File: src/rtl/alu_issue_if.sv
// ---------------------------------------------------------------------------
// alu_issue_if
// Purpose : bundles the instruction handshake, the ALU operand/result bus and
//           the status/debug signals of alu_issue_stage into one interface.
// Signals :
//   in_valid/in_ready             instruction handshake
//   in_op/in_rd/in_rs/in_rt/in_imm instruction fields
//   alu_a/alu_b/alu_op            registered operands and opcode to the ALU
//   alu_result                    combinational ALU output
//   done                          one-cycle retire pulse
//   illegal                       sticky illegal-opcode flag
//   dbg_addr/dbg_data             combinational register-file read port
// Modports: slave  - the issue stage
//           master - producer / ALU / debug side (the environment)
// ---------------------------------------------------------------------------
interface alu_issue_if #(
   parameter int DW  = 16,
   parameter int AW  = 3,
   parameter int OPW = 5
) ();
   logic           in_valid;
   logic           in_ready;
   logic [OPW-1:0] in_op;
   logic [AW-1:0]  in_rd;
   logic [AW-1:0]  in_rs;
   logic [AW-1:0]  in_rt;
   logic [DW-1:0]  in_imm;
   logic [DW-1:0]  alu_a;
   logic [DW-1:0]  alu_b;
   logic [OPW-1:0] alu_op;
   logic [DW-1:0]  alu_result;
   logic           done;
   logic           illegal;
   logic [AW-1:0]  dbg_addr;
   logic [DW-1:0]  dbg_data;

   modport slave (
      input  in_valid, in_op, in_rd, in_rs, in_rt, in_imm, alu_result, dbg_addr,
      output in_ready, alu_a, alu_b, alu_op, done, illegal, dbg_data
   );

   modport master (
      output in_valid, in_op, in_rd, in_rs, in_rt, in_imm, alu_result, dbg_addr,
      input  in_ready, alu_a, alu_b, alu_op, done, illegal, dbg_data
   );
endinterface

File: src/rtl/alu_issue_stage.sv
// ---------------------------------------------------------------------------
// alu_issue_stage
// Purpose : operand-fetch / issue / write-back stage in front of a
//           combinational ALU. Holds a 2**AW x DW register file, accepts one
//           instruction per handshake, drives registered operands to the ALU
//           and writes the result back. One instruction in flight; three
//           cycles per instruction (IDLE -> EXEC -> DONE).
// Ports   :
//   clk  - rising-edge clock
//   rst  - asynchronous active-high reset
//   bus  - alu_issue_if.slave (handshake, ALU bus, done/illegal, debug read)
// Opcodes : 0x00 NOP, 0x01 ADD, 0x02 SUB, 0x03 AND, 0x04 OR, 0x05 XOR,
//           0x06 NOR, 0x1F LDI; 0x07..0x1E are illegal (sticky flag).
// Config  : REG0_ZERO_EN - when defined, R[0] is hard-wired to zero
//           (writes discarded, done still pulses).
//
//   state | meaning
//   ------+--------------------------------------------------------------
//   IDLE  | in_ready=1; handshake captures operands and decoded opcode
//   EXEC  | ALU operands valid; write-back of ALU result / imm at cycle end
//   DONE  | done=1; alu_op back to NOP; write-back visible on dbg_data
// ---------------------------------------------------------------------------
module alu_issue_stage #(
   parameter int DW  = 16,
   parameter int AW  = 3,
   parameter int OPW = 5
) (
   input  logic        clk,
   input  logic        rst,
   alu_issue_if.slave  bus
);

   localparam int NREG = 1 << AW;

   localparam logic [OPW-1:0] OP_NOP = OPW'(8'h00);
   localparam logic [OPW-1:0] OP_ADD = OPW'(8'h01);
   localparam logic [OPW-1:0] OP_NOR = OPW'(8'h06);
   localparam logic [OPW-1:0] OP_LDI = OPW'(8'h1F);

   typedef enum logic [1:0] {
      ST_IDLE = 2'd0,
      ST_EXEC = 2'd1,
      ST_DONE = 2'd2
   } state_t;

   // Write-back source chosen at issue so EXEC does not re-decode the opcode.
   typedef enum logic [1:0] {
      WB_NONE = 2'd0,
      WB_ALU  = 2'd1,
      WB_IMM  = 2'd2
   } wb_t;

   state_t         state_q, state_d;
   wb_t            wb_q,    wb_d;
   logic [DW-1:0]  rf_q [NREG];
   logic [DW-1:0]  rf_d [NREG];
   logic [DW-1:0]  alu_a_q,  alu_a_d;
   logic [DW-1:0]  alu_b_q,  alu_b_d;
   logic [OPW-1:0] alu_op_q, alu_op_d;
   logic [AW-1:0]  rd_q,     rd_d;
   logic [DW-1:0]  imm_q,    imm_d;
   logic           illegal_q, illegal_d;

   logic           handshake;
   logic           op_is_alu;
   logic           op_is_ldi;
   logic           op_is_nop;
   logic           rd_writable;

   assign handshake = bus.in_valid && (state_q == ST_IDLE);
   assign op_is_alu = (bus.in_op >= OP_ADD) && (bus.in_op <= OP_NOR);
   assign op_is_ldi = (bus.in_op == OP_LDI);
   assign op_is_nop = (bus.in_op == OP_NOP);

`ifdef REG0_ZERO_EN
   // R[0] never leaves its reset value, so every read of it returns zero.
   assign rd_writable = (rd_q != '0);
`else
   assign rd_writable = 1'b1;
`endif

   always_comb begin
      state_d   = state_q;
      wb_d      = wb_q;
      rf_d      = rf_q;
      alu_a_d   = alu_a_q;
      alu_b_d   = alu_b_q;
      alu_op_d  = alu_op_q;
      rd_d      = rd_q;
      imm_d     = imm_q;
      illegal_d = illegal_q;

      case (state_q)
         ST_IDLE: begin
            alu_op_d = OP_NOP;
            if (handshake) begin
               rd_d    = bus.in_rd;
               imm_d   = bus.in_imm;
               alu_a_d = rf_q[bus.in_rs];
               alu_b_d = rf_q[bus.in_rt];
               if (op_is_alu) begin
                  alu_op_d = bus.in_op;
                  wb_d     = WB_ALU;
               end else if (op_is_ldi) begin
                  wb_d     = WB_IMM;
               end else if (op_is_nop) begin
                  wb_d     = WB_NONE;
               end else begin
                  wb_d      = WB_NONE;
                  illegal_d = 1'b1;
               end
               state_d = ST_EXEC;
            end
         end

         ST_EXEC: begin
            if (rd_writable) begin
               if (wb_q == WB_ALU) begin
                  rf_d[rd_q] = bus.alu_result;
               end else if (wb_q == WB_IMM) begin
                  rf_d[rd_q] = imm_q;
               end
            end
            alu_op_d = OP_NOP;
            state_d  = ST_DONE;
         end

         ST_DONE: begin
            alu_op_d = OP_NOP;
            state_d  = ST_IDLE;
         end

         default: begin
            alu_op_d = OP_NOP;
            state_d  = ST_IDLE;
         end
      endcase
   end

   always_ff @(posedge clk or posedge rst) begin
      if (rst) begin
         state_q   <= ST_IDLE;
         wb_q      <= WB_NONE;
         alu_a_q   <= '0;
         alu_b_q   <= '0;
         alu_op_q  <= OP_NOP;
         rd_q      <= '0;
         imm_q     <= '0;
         illegal_q <= 1'b0;
         for (int i = 0; i < NREG; i++) begin
            rf_q[i] <= '0;
         end
      end else begin
         state_q   <= state_d;
         wb_q      <= wb_d;
         alu_a_q   <= alu_a_d;
         alu_b_q   <= alu_b_d;
         alu_op_q  <= alu_op_d;
         rd_q      <= rd_d;
         imm_q     <= imm_d;
         illegal_q <= illegal_d;
         for (int i = 0; i < NREG; i++) begin
            rf_q[i] <= rf_d[i];
         end
      end
   end

   assign bus.in_ready = (state_q == ST_IDLE);
   assign bus.done     = (state_q == ST_DONE);
   assign bus.alu_a    = alu_a_q;
   assign bus.alu_b    = alu_b_q;
   assign bus.alu_op   = alu_op_q;
   assign bus.illegal  = illegal_q;
   assign bus.dbg_data = rf_q[bus.dbg_addr];

endmodule

File: src/flat_wrapper.sv
// flat-port wrapper written by rule: the top's interface ports become plain ports
module alu_issue_stage_flat 
#(
   parameter int DW  = 16,
   parameter int AW  = 3,
   parameter int OPW = 5
)
  (clk, rst, bus_in_valid, bus_in_op, bus_in_rd, bus_in_rs, bus_in_rt, bus_in_imm, bus_alu_result, bus_dbg_addr, bus_in_ready, bus_alu_a, bus_alu_b, bus_alu_op, bus_done, bus_illegal, bus_dbg_data);
  alu_issue_if #(.DW(DW), .AW(AW), .OPW(OPW)) bus_i ();
  input  logic clk;
  input  logic rst;
  input wire logic [$bits(bus_i.in_valid)-1:0] bus_in_valid;
  input wire logic [$bits(bus_i.in_op)-1:0] bus_in_op;
  input wire logic [$bits(bus_i.in_rd)-1:0] bus_in_rd;
  input wire logic [$bits(bus_i.in_rs)-1:0] bus_in_rs;
  input wire logic [$bits(bus_i.in_rt)-1:0] bus_in_rt;
  input wire logic [$bits(bus_i.in_imm)-1:0] bus_in_imm;
  input wire logic [$bits(bus_i.alu_result)-1:0] bus_alu_result;
  input wire logic [$bits(bus_i.dbg_addr)-1:0] bus_dbg_addr;
  output wire logic [$bits(bus_i.in_ready)-1:0] bus_in_ready;
  output wire logic [$bits(bus_i.alu_a)-1:0] bus_alu_a;
  output wire logic [$bits(bus_i.alu_b)-1:0] bus_alu_b;
  output wire logic [$bits(bus_i.alu_op)-1:0] bus_alu_op;
  output wire logic [$bits(bus_i.done)-1:0] bus_done;
  output wire logic [$bits(bus_i.illegal)-1:0] bus_illegal;
  output wire logic [$bits(bus_i.dbg_data)-1:0] bus_dbg_data;
  assign bus_i.in_valid = bus_in_valid;
  assign bus_i.in_op = bus_in_op;
  assign bus_i.in_rd = bus_in_rd;
  assign bus_i.in_rs = bus_in_rs;
  assign bus_i.in_rt = bus_in_rt;
  assign bus_i.in_imm = bus_in_imm;
  assign bus_i.alu_result = bus_alu_result;
  assign bus_i.dbg_addr = bus_dbg_addr;
  assign bus_in_ready = bus_i.in_ready;
  assign bus_alu_a = bus_i.alu_a;
  assign bus_alu_b = bus_i.alu_b;
  assign bus_alu_op = bus_i.alu_op;
  assign bus_done = bus_i.done;
  assign bus_illegal = bus_i.illegal;
  assign bus_dbg_data = bus_i.dbg_data;
  alu_issue_stage #(.DW(DW), .AW(AW), .OPW(OPW)) u_core (.clk(clk), .rst(rst), .bus(bus_i));
endmodule
File: config.mk
export PLATFORM = sky130hd
export DESIGN_NAME = alu_issue_stage_flat
export DESIGN_NICKNAME = d
export VERILOG_FILES = /design/src/rtl/alu_issue_if.sv /design/src/rtl/alu_issue_stage.sv /design/src/flat_wrapper.sv
export SDC_FILE = /design/constraint.sdc
export NUM_CORES = 1
export LEC_CHECK = 0
export ABC_CLOCK_PERIOD_IN_PS = 6500
export BUFFER_PORTS_ARGS = -buffer_cell sky130_fd_sc_hd__buf_4
export CORE_AREA = 3 3 118 176
export CTS_CLUSTER_SIZE = 20
export DETAILED_ROUTE_END_ITERATION = 8
export DIE_AREA = 0 0 121 179
export PLACE_DENSITY = 0.76
export SYNTH_ARGS = -nofsm -noshare
export SYNTH_HDL_FRONTEND = slang
export SYNTH_SLANG_ARGS = --single-unit
File: constraint.sdc
create_clock -name clk -period 6.5 [get_ports clk]
set_input_delay 0.975 -clock clk [delete_from_list [all_inputs] [get_ports clk]]
set_output_delay 0.975 -clock clk [all_outputs]
set_load 0.05 [all_outputs]
==> flow_metrics.env, run 1 <==
export IMPL_status="completed"
export IMPL_num_rows=62
export IMPL_globalRoute_busiestLayer="met2"
export IMPL_cp_cell_sequence="buf_4 -> mux4_2 -> mux2_2 -> buf_4"
export IMPL_cts_sinks=189
export IMPL_grt_usage_pct=25.5
export IMPL_synthFlopType="dfrtp_1"
export IMPL_power_density_nw_per_um2=410
export IMPL_ys_ff_latch=189
export IMPL_dieArea_um2=21700
export IMPL_critical_path_most_common_cell="buf_4"
export IMPL_tns_ns=0
export IMPL_postRouteWirelength_mm=26.9
export IMPL_port_buffers=107
export IMPL_layout_drive_gt1_share_pct=51.2
export IMPL_via_count=7051
export IMPL_synthDistinctLibCells=34
export IMPL_coreArea_um2=19300
export IMPL_start_util_pct=53.7
export IMPL_ir_drop_mv=0.212
export IMPL_grt_pass1_vias=7436
export IMPL_areaGrowthSynthToFinish_pct=13.8
export IMPL_grt_overflow_total=0
export IMPL_dr_pass1_iters=5
export IMPL_fillCellCount=1454
export IMPL_worst_slack_ns=2.94
export IMPL_antenna_found_initial=0
export IMPL_worst_hold_slack_ns=0.480
export IMPL_wl_per_cell_um=24.4
export IMPL_clock_path_buffers=2
export IMPL_synth_common_cells="mux2_2, dfrtp_1, mux2i_1, nand2_1"
export IMPL_synthCells=761
export IMPL_yosys_top_cells_area="dfrtp_1, mux2_2, mux4_2"
export IMPL_yosysTopAreaCellShare_pct=45.6
export IMPL_setup_viol=0
export IMPL_postCtsSetupBuffers=0
export IMPL_place_worst_setup_slack_ns=2.94
export IMPL_cts_tree="yes"
export IMPL_diodes=0
export IMPL_synth_edff_count=0
export IMPL_fin_crit_sh_pct=54.7
export IMPL_yosysMostFrequentCell="mux2_2"
export IMPL_crit_path_start_kind="input pin"
export IMPL_ys_async_sr_fraction_pct=100
export IMPL_relSlewSlack_pct=12.1
export IMPL_post_route_min_period_ns=3.56
export IMPL_cp_max_fo=32
export IMPL_required_ns=5.52
export IMPL_worstSetupPathType="input pin to output port"
export IMPL_grt_util_met2_pct=44.7
export IMPL_fin_skew_ns=0.0105
export IMPL_cts_buffers_inserted=17
export IMPL_dp_cells=1071
export IMPL_p_leak_nw=5.61
export IMPL_drv_cap=0
export IMPL_avgSynthCellArea_um2=13.6
export IMPL_grt_pass1_wl_mm=41.6
export IMPL_cp_arrival_ns=2.58
export IMPL_drc_errors=0
export IMPL_clock_latency_ns=0.45
export IMPL_grt_max_degree=90
export IMPL_cts_root_buf="clkbuf_16"
export IMPL_die_x_um=121
export IMPL_hp_class="register to register"
export IMPL_synth_area_leader_cell="dfrtp_1"
export IMPL_hold_violations=0
export IMPL_cts_resized=0
export IMPL_synthesis_area_um2=10400
export IMPL_max_stage_delay_ns=0.59
export IMPL_antenna_violating_nets_post_route=0
export IMPL_grtUsageMet3_pct=5.02
export IMPL_cp_slowest_cell="mux4_2"
export IMPL_report_final_slew_viol_count=0
export IMPL_fmax_ghz=0.281
export IMPL_num_io_pins=108
export IMPL_ys_warn_count=0
export IMPL_htree_levels=4
export IMPL_cts_hold_buf=0
export IMPL_use_met1_pct=30.0
export IMPL_dp_hpwl_mm=16.6
export IMPL_instances_no_fill=1103
export IMPL_rsz0062_at_grt="no"
export IMPL_worst_pin_slew_ns=1.32
export IMPL_nets=887
export IMPL_ys_seq_area_share_pct=45.6
export IMPL_drt_iter0_markers=543
export IMPL_die_y_um=179
export IMPL_path_clk_slew_ns=0.07
export IMPL_utilization_pct=61.2
export IMPL_viasPerCell=6.39
export IMPL_crit_path_end_kind="output port"
export IMPL_routabilityCongestion=0.809
## critical path: cells and delay by family
kind                   cells  cell delay, ns
buffers and inverters      2            0.71
muxes                      2            0.89
## through the flow
| step | area (µm²) | power, mW |
|---|---|---|
| global placement | 11200 | 3.66 |
| finish | 11800 | 4.84 |
| CTS | 11800 | 4.84 |
| detailed placement | 11200 | 3.76 |
| global route | 11800 | 5.05 |
| floorplan | 10400 | 3.24 |
## cell type report
cell class	count	area, µm²	share of cell area (%)
Inverter	3	16.3	0.138
Multi-Input combinational cell	512	5320	45.0
Tap cell	256	320	2.71
Timing Repair Buffer	111	833	7.05
Clock inverter	14	159	1.35
Clock buffer	18	439	3.72
Sequential cell	189	4730	40.0
## routing by layer
| layer | routed length (µm) | part of all wire, % |
|---|---|---|
| met5 | 0 | 0 |
| met4 | 1050 | 3.9 |
| met3 | 1500 | 5.6 |
| met2 | 14000 | 52 |
| met1 | 10400 | 39 |
## power breakdown
group	internal (mW)	switching (mW)	total, mW
Clock	0.585	0.489	1.07
Sequential	1.58	0.405	1.98
Combinational	0.887	0.897	1.78
Total	3.05	1.79	4.84
## registers in the layout (all words and copies together) (netlist names)
register,flops
u_core.bus.alu_b,16
u_core.state_q,2
u_core.wb_q,2
u_core.bus.alu_op,5
u_core.imm_q,16
u_core.bus.alu_a,16
u_core.bus.illegal,1
u_core.rd_q,3
u_core.rf_q,128
## cells in the final DEF, fill, tap and decap left out, types with 3 or more instances in the layout
| cell type | instances |
|---|---|
| a22o_1 | 32 |
| and3_1 | 5 |
| buf_4 | 111 |
| clkbuf_16 | 17 |
| clkinvlp_4 | 3 |
| dfrtp_1 | 189 |
| inv_6 | 4 |
| mux2_2 | 223 |
| mux2_4 | 20 |
| mux2i_1 | 64 |
| mux4_2 | 32 |
| nand2_1 | 39 |
| nand2_2 | 6 |
| nor2b_1 | 3 |
| o22ai_1 | 32 |
| o31ai_1 | 32 |
## logic make-up (layout without fill, tap and decap cells)
| logic type | count (synthesis) | count (layout) | synth area share, % |
|---|---|---|---|
| multiplexers | 339 | 339 | 40.2 |
| flip-flops | 189 | 189 | 45.6 |
| AO/OA/AOI/OAI | 99 | 99 | 7.13 |
| AND/OR/NAND/NOR | 71 | 71 | 3.57 |
| buffers and inverters | 61 | 146 | 3.36 |
| adder cells (fa/ha/maj) | 1 | 1 | 0.121 |
| other | 1 | 2 | 0.0361 |
## final timing paths
path,from,endpoint,slack [ns],depth (start not counted)
setup / recovery,bus_dbg_addr[0],bus_dbg_data[10],2.94,4
min in group asynchronous,rst,u_core.bus.alu_op[3],0.62,2
max in group asynchronous,rst,u_core.rf_q[42],4.50,3
hold / removal,u_core.bus.illegal,u_core.bus.illegal,0.48,1
setup reg to reg,u_core.wb_q[1],u_core.rf_q[15],4.29,4
hold reg to reg,u_core.bus.illegal,u_core.bus.illegal,0.48,1
Power figures use the tool's default switching activity.
==> inputs of run 2 (changes only) <==
--- a/config.mk
+++ b/config.mk
@@ -5,7 +5,7 @@
 export SDC_FILE = /design/constraint.sdc
 export NUM_CORES = 1
 export LEC_CHECK = 0
-export ABC_CLOCK_PERIOD_IN_PS = 6500
+export ABC_CLOCK_PERIOD_IN_PS = 3100
 export BUFFER_PORTS_ARGS = -buffer_cell sky130_fd_sc_hd__buf_4
 export CORE_AREA = 3 3 118 176
 export CTS_CLUSTER_SIZE = 20
==> constraint.sdc (replaced) <==
create_clock -name clk -period 3.1 [get_ports clk]
set_input_delay 0.465 -clock clk [delete_from_list [all_inputs] [get_ports clk]]
set_output_delay 0.465 -clock clk [all_outputs]
set_load 0.05 [all_outputs]
==> run 2 against run 1 <==
Core utilization up 0.82 points. Routed wire length rose by 0.86%. Via count increased by 1.0%. Largest power group unchanged.
==> flow_metrics.env, run 2 (synthesized netlist as in run 1, its figures left out) <==
export IMPL_postCtsSetupBuffers=0
export IMPL_cp_cell_sequence="buf_4 -> buf_4 -> mux4_2 -> mux2_2 -> buf_4"
export IMPL_grt_overflow_total=0
export IMPL_required_ns=2.63
export IMPL_antenna_found_initial=0
export IMPL_coreArea_um2=19300
export IMPL_htree_levels=4
export IMPL_areaGrowthSynthToFinish_pct=15.3
export IMPL_power_switching_mw=3.66
export IMPL_nets=902
export IMPL_grt_pass1_wl_mm=42.2
export IMPL_post_route_min_period_ns=2.41
export IMPL_antenna_violating_nets_post_route=0
export IMPL_cp_arrival_ns=1.94
export IMPL_clock_latency_ns=0.44
export IMPL_worstSetupPathType="input pin to output port"
export IMPL_p_leak_nw=5.69
export IMPL_power_density_nw_per_um2=842
export IMPL_largest_reg_flops=128
export IMPL_clock_path_buffers=2
export IMPL_path_buf_inv=3
export IMPL_cts_root_buf="clkbuf_16"
export IMPL_grt_usage_pct=25.7
export IMPL_die_y_um=179
export IMPL_final_common_cell="mux2_2"
export IMPL_cts_hold_buf=0
export IMPL_fin_crit_sh_pct=77.7
export IMPL_fillCellCount=1487
export IMPL_rsz0062_at_grt="no"
export IMPL_port_buffers=107
export IMPL_cts_buffers_inserted=17
export IMPL_setup_viol=0
export IMPL_num_io_pins=108
export IMPL_die_x_um=121
export IMPL_place_worst_setup_slack_ns=0.671
export IMPL_critical_path_most_common_cell="buf_4"
export IMPL_relSlewSlack_pct=34.6
export IMPL_drv_cap=0
export IMPL_drc_errors=0
export IMPL_hp_class="input pin to async pin"
export IMPL_routabilityCongestion=0.846
export IMPL_grt_max_degree=58
export IMPL_cp_max_fo=11
export IMPL_crit_path_end_kind="output port"
export IMPL_wl_per_cell_um=24.3
export IMPL_status="completed"
export IMPL_report_final_slew_viol_count=0
export IMPL_cts_tree="yes"
export IMPL_cp_depth=5
export IMPL_fmax_ghz=0.415
export IMPL_hold_violations=0
export IMPL_pwr_share_comb_pct=37.6
export IMPL_crit_family="multiplexers"
export IMPL_viasPerCell=6.37
export IMPL_max_stage_delay_ns=0.50
export IMPL_num_rows=62
export IMPL_diodes=0
export IMPL_registers_top_by_ff_count="u_core.rf_q"
export IMPL_dp_hpwl_mm=17.8
export IMPL_dr_pass1_iters=5
export IMPL_start_util_pct=53.7
export IMPL_cts_resized=0
export IMPL_seq_power_share_pct=41.0
export IMPL_cp_slowest_cell="mux4_2"
export IMPL_cts_sinks=189
export IMPL_grt_pass1_vias=7640
export IMPL_via_count=7123
export IMPL_rr_worst_depth=5
export IMPL_worst_pin_slew_ns=0.978
export IMPL_drt_iter0_markers=531
export IMPL_path_clk_slew_ns=0.06
export IMPL_dieArea_um2=21700
export IMPL_p_sw_share_pct=36.3
export IMPL_power_frac_clock_pct=21.4
export IMPL_ir_drop_mv=0.484
export IMPL_tns_ns=0
export IMPL_layout_drive_gt1_share_pct=51.3
export IMPL_p_int_mw=6.42
export IMPL_worst_slack_ns=0.691
export IMPL_final_cell_mix="mux2_2, dfrtp_1, buf_4"
export IMPL_crit_path_start_kind="input pin"
export IMPL_fin_skew_ns=0.00889
export IMPL_postRouteWirelength_mm=27.1
## run 2: changes by cell type in the layout (fill, tap and decap cells not counted), sizes merged
cell,change
clkinvlp,+1
buf,+15
clkbuf,+4
clkinv,+1
inv,-6
## run 2: layout make-up
type	count	area [µm²]	area share, %
clock buffer	22	464	3.88
clock inverter	10	115	0.962
inverter	3	15.0	0.125
multi-input combinational	512	5310	44.3
sequential	189	4730	39.5
tap	256	320	2.68
timing repair buffer	126	1020	8.53
## run 2: final timing paths
check | from | end | slack, ns
worst max register to register | u_core.wb_q[0] | u_core.rf_q[27] | 0.94
min in group clk | bus_in_imm[14] | u_core.imm_q[14] | 0.26
worst max-delay path | bus_dbg_addr[0] | bus_dbg_data[0] | 0.69
max in group asynchronous | rst | u_core.rf_q[106] | 2.20
worst min-delay path | rst | u_core.bus.alu_b[3] | 0.02
worst min register to register | u_core.bus.illegal | u_core.bus.illegal | 0.48
## run 2: worst reg2reg max path: cells and delay by family (launching register included)
family | cells | cell delay (ns)
adders and majority gates | 1 | 0.34
buffers and inverters | 1 | 0.35
muxes | 1 | 0.39
and+or+nand+nor | 2 | 0.56
DFF | 1 | 0.38
## run 2: metrics by stage
step	cell area, µm²	hold slack [ns]	utilization [%]	std cells	total power, mW
after detailed placement	11400	0.457	59.0	1086	7.92
after global routing	12000	0.0337	62.0	1118	10.6
after global placement	11400	0.460	59.0	1086	7.69
final	12000	0.0244	62.0	1118	10.1
after floorplan	10400	0.450	-	762	6.80
after CTS	12000	0.0226	62.0	1118	10.1
## run 2: metal layers
layer	routed length, µm	track usage [%]
met4	1180	13.7
met2	14000	44.0
met5	0	0
met3	1790	5.27
met1	10200	30.5
## run 2: power by group through the flow
stage	Combinational, mW	Clock [mW]	Sequential, mW
global placement	3.65	0	4.05
finish	3.79	2.16	4.13
detailed placement	3.78	0	4.14
CTS	3.81	2.20	4.10
floorplan	2.52	0	4.28
global route	4.03	2.30	4.23
==> inputs of run 3 (changes only) <==
--- a/config.mk
+++ b/config.mk
@@ -5,13 +5,13 @@
 export SDC_FILE = /design/constraint.sdc
 export NUM_CORES = 1
 export LEC_CHECK = 0
-export ABC_CLOCK_PERIOD_IN_PS = 3100
+export ABC_CLOCK_PERIOD_IN_PS = 2300
 export BUFFER_PORTS_ARGS = -buffer_cell sky130_fd_sc_hd__buf_4
-export CORE_AREA = 3 3 118 176
+export CORE_AREA = 3 3 112 168
 export CTS_CLUSTER_SIZE = 20
 export DETAILED_ROUTE_END_ITERATION = 8
-export DIE_AREA = 0 0 121 179
-export PLACE_DENSITY = 0.76
+export DIE_AREA = 0 0 115 171
+export PLACE_DENSITY = 0.8
 export SYNTH_ARGS = -nofsm -noshare
 export SYNTH_HDL_FRONTEND = slang
 export SYNTH_SLANG_ARGS = --single-unit
==> constraint.sdc (replaced) <==
create_clock -name clk -period 2.3 [get_ports clk]
set_input_delay 0.345 -clock clk [delete_from_list [all_inputs] [get_ports clk]]
set_output_delay 0.345 -clock clk [all_outputs]
set_load 0.05 [all_outputs]
==> run 3 against run 2 <==
Via count grew 0.63%. Clock-buffer cell count grew 2. Combinational power grew 36%. Largest cell class unchanged. Core utilization grew 7.3 points. Highest routed layer unchanged.
==> flow_metrics.env, run 3 (synthesized netlist as in run 1, its figures left out) <==
export IMPL_fmax_ghz=0.456
export IMPL_power_density_nw_per_um2=1130
export IMPL_grt_max_degree=65
export IMPL_cts_hold_buf=0
export IMPL_path_clk_slew_ns=0.07
export IMPL_cp_arrival_ns=1.85
export IMPL_die_y_um=171
export IMPL_clock_path_buffers=2
export IMPL_report_final_slew_viol_count=0
export IMPL_port_buffers=107
export IMPL_grt_pass1_wl_mm=42.8
export IMPL_worstSetupPathType="register to output port"
export IMPL_routabilityCongestion=0.876
export IMPL_nets=914
export IMPL_p_leak_nw=5.79
export IMPL_rr_worst_depth=4
export IMPL_ir_drop_mv=0.696
export IMPL_registers_top_by_ff_count="u_core.rf_q"
export IMPL_postCtsSetupBuffers=0
export IMPL_coreArea_um2=17400
export IMPL_cts_root_buf="clkbuf_16"
export IMPL_num_rows=59
export IMPL_worst_pin_slew_ns=0.761
export IMPL_rrSetupSlack_ns=0.19
export IMPL_fin_crit_sh_pct=95.3
export IMPL_start_util_pct=59.6
export IMPL_grt_pass1_vias=7830
export IMPL_drt_iter0_markers=591
export IMPL_largest_reg_flops=128
export IMPL_hold_violations=0
export IMPL_worst_hold_slack_ns=0.0544
export IMPL_viasPerCell=6.61
export IMPL_hp_class="input pin to async pin"
export IMPL_required_ns=1.96
export IMPL_final_cell_mix="mux2_2, dfrtp_1, buf_4"
export IMPL_rsz0062_at_grt="no"
export IMPL_post_route_min_period_ns=2.19
export IMPL_areaGrowthSynthToFinish_pct=16.3
export IMPL_via_count=7168
export IMPL_cp_cell_sequence="mux4_2 -> mux2_2 -> buf_4"
export IMPL_dieArea_um2=19700
export IMPL_r2r_end="u_core.rf_q[84]"
export IMPL_clock_latency_ns=0.43
export IMPL_relSlewSlack_pct=49.2
export IMPL_cts_buffers_inserted=17
export IMPL_cp_max_fo=4
export IMPL_crit_path_end_kind="output port"
export IMPL_dp_hpwl_mm=17.6
export IMPL_utilization_pct=69.3
export IMPL_drv_cap=0
export IMPL_max_stage_delay_ns=0.49
export IMPL_diodes=0
export IMPL_dr_pass1_iters=9
export IMPL_layout_drive_gt1_share_pct=52.1
export IMPL_die_x_um=115
export IMPL_cp_slowest_cell="mux4_2"
export IMPL_r2r_start="u_core.wb_q[0]"
export IMPL_cts_sinks=189
export IMPL_htree_levels=4
export IMPL_antenna_found_initial=0
export IMPL_grt_usage_pct=28.7
export IMPL_postRouteWirelength_mm=27.3
export IMPL_setup_viol=0
export IMPL_drc_errors=0
export IMPL_num_io_pins=108
export IMPL_wl_per_cell_um=25.1
export IMPL_worst_slack_ns=0.109
export IMPL_grt_overflow_total=0
export IMPL_antenna_violating_nets_post_route=0
export IMPL_final_common_cell="mux2_2"
export IMPL_place_worst_setup_slack_ns=0.168
export IMPL_status="completed"
export IMPL_fin_skew_ns=0.00654
export IMPL_crit_path_start_kind="register"
export IMPL_cts_tree="yes"
export IMPL_cts_resized=0
==> run 3: cell types whose count changed in the layout (fill, tap and decap cells not counted), sizes merged <==
cell | previous run | this run
buf | 126 | 138
bufinv | 2 | 1
clkbuf | 22 | 24
clkinvlp | 4 | 1
==> run 3: power breakdown <==
group / switching (mW) / total [mW] / internal [mW]
combinational: 2.58 / 5.15 / 2.56
sequential: 1.14 / 5.60 / 4.46
clock: 1.21 / 2.86 / 1.65
total: 4.94 / 13.6 / 8.67
==> run 3: stage by stage <==
step	area [µm²]	power [mW]	cells	TNS (ns)
2_1_floorplan	10400	9.16	762	-90.62
3_3_place_gp	11500	10.4	1055	0
3_5_place_dp	11500	10.7	1055	0
4_1_cts	12100	13.6	1085	0
5_1_grt	12100	14.2	1085	0
6_report	12100	13.6	1085	0
==> run 3: metal layers <==
metal | part of all wire, % | routed length (µm) | global-route usage [%]
met5 | 0 | 0 | 0
met4 | 4.4 | 1200 | 14.8
met3 | 5.5 | 1500 | 5.52
met2 | 52 | 14200 | 49.3
met1 | 38 | 10400 | 34.0
==> run 3: area by class of cell <==
type,instances,area (µm²)
Multi-Input combinational cell,512,5310
Inverter,3,15.0
Clock buffer,24,512
Timing Repair Buffer,138,1190
Tap cell,213,267
Sequential cell,189,4730
Clock inverter,6,58.8
Fill cell,1235,5350
==> run 3: worst max path at each step <==
| stage | end | slack [ns] | cells after the start | startpoint |
|---|---|---|---|---|
| 2_1_floorplan | u_core.bus.alu_a[0] | -0.48 | 1 | rst |
| 3_3_place_gp | bus_dbg_data[15] | 0.18 | 5 | bus_dbg_addr[0] |
| 3_5_place_dp | bus_dbg_data[15] | 0.17 | 5 | bus_dbg_addr[0] |
| 4_1_cts | bus_dbg_data[4] | 0.11 | 3 | u_core.rf_q[4] |
| 5_1_grt | u_core.rf_q[86] | 0.05 | 4 | u_core.wb_q[0] |
| 6_report | bus_dbg_data[4] | 0.11 | 3 | u_core.rf_q[4] |
==> run 3: worst max-delay path, delay by kind of cell, from the launching register on <==
family	cells	cell delay, ns
multiplexers	2	0.80
flip-flops	1	0.42
buffers and inverters	1	0.20
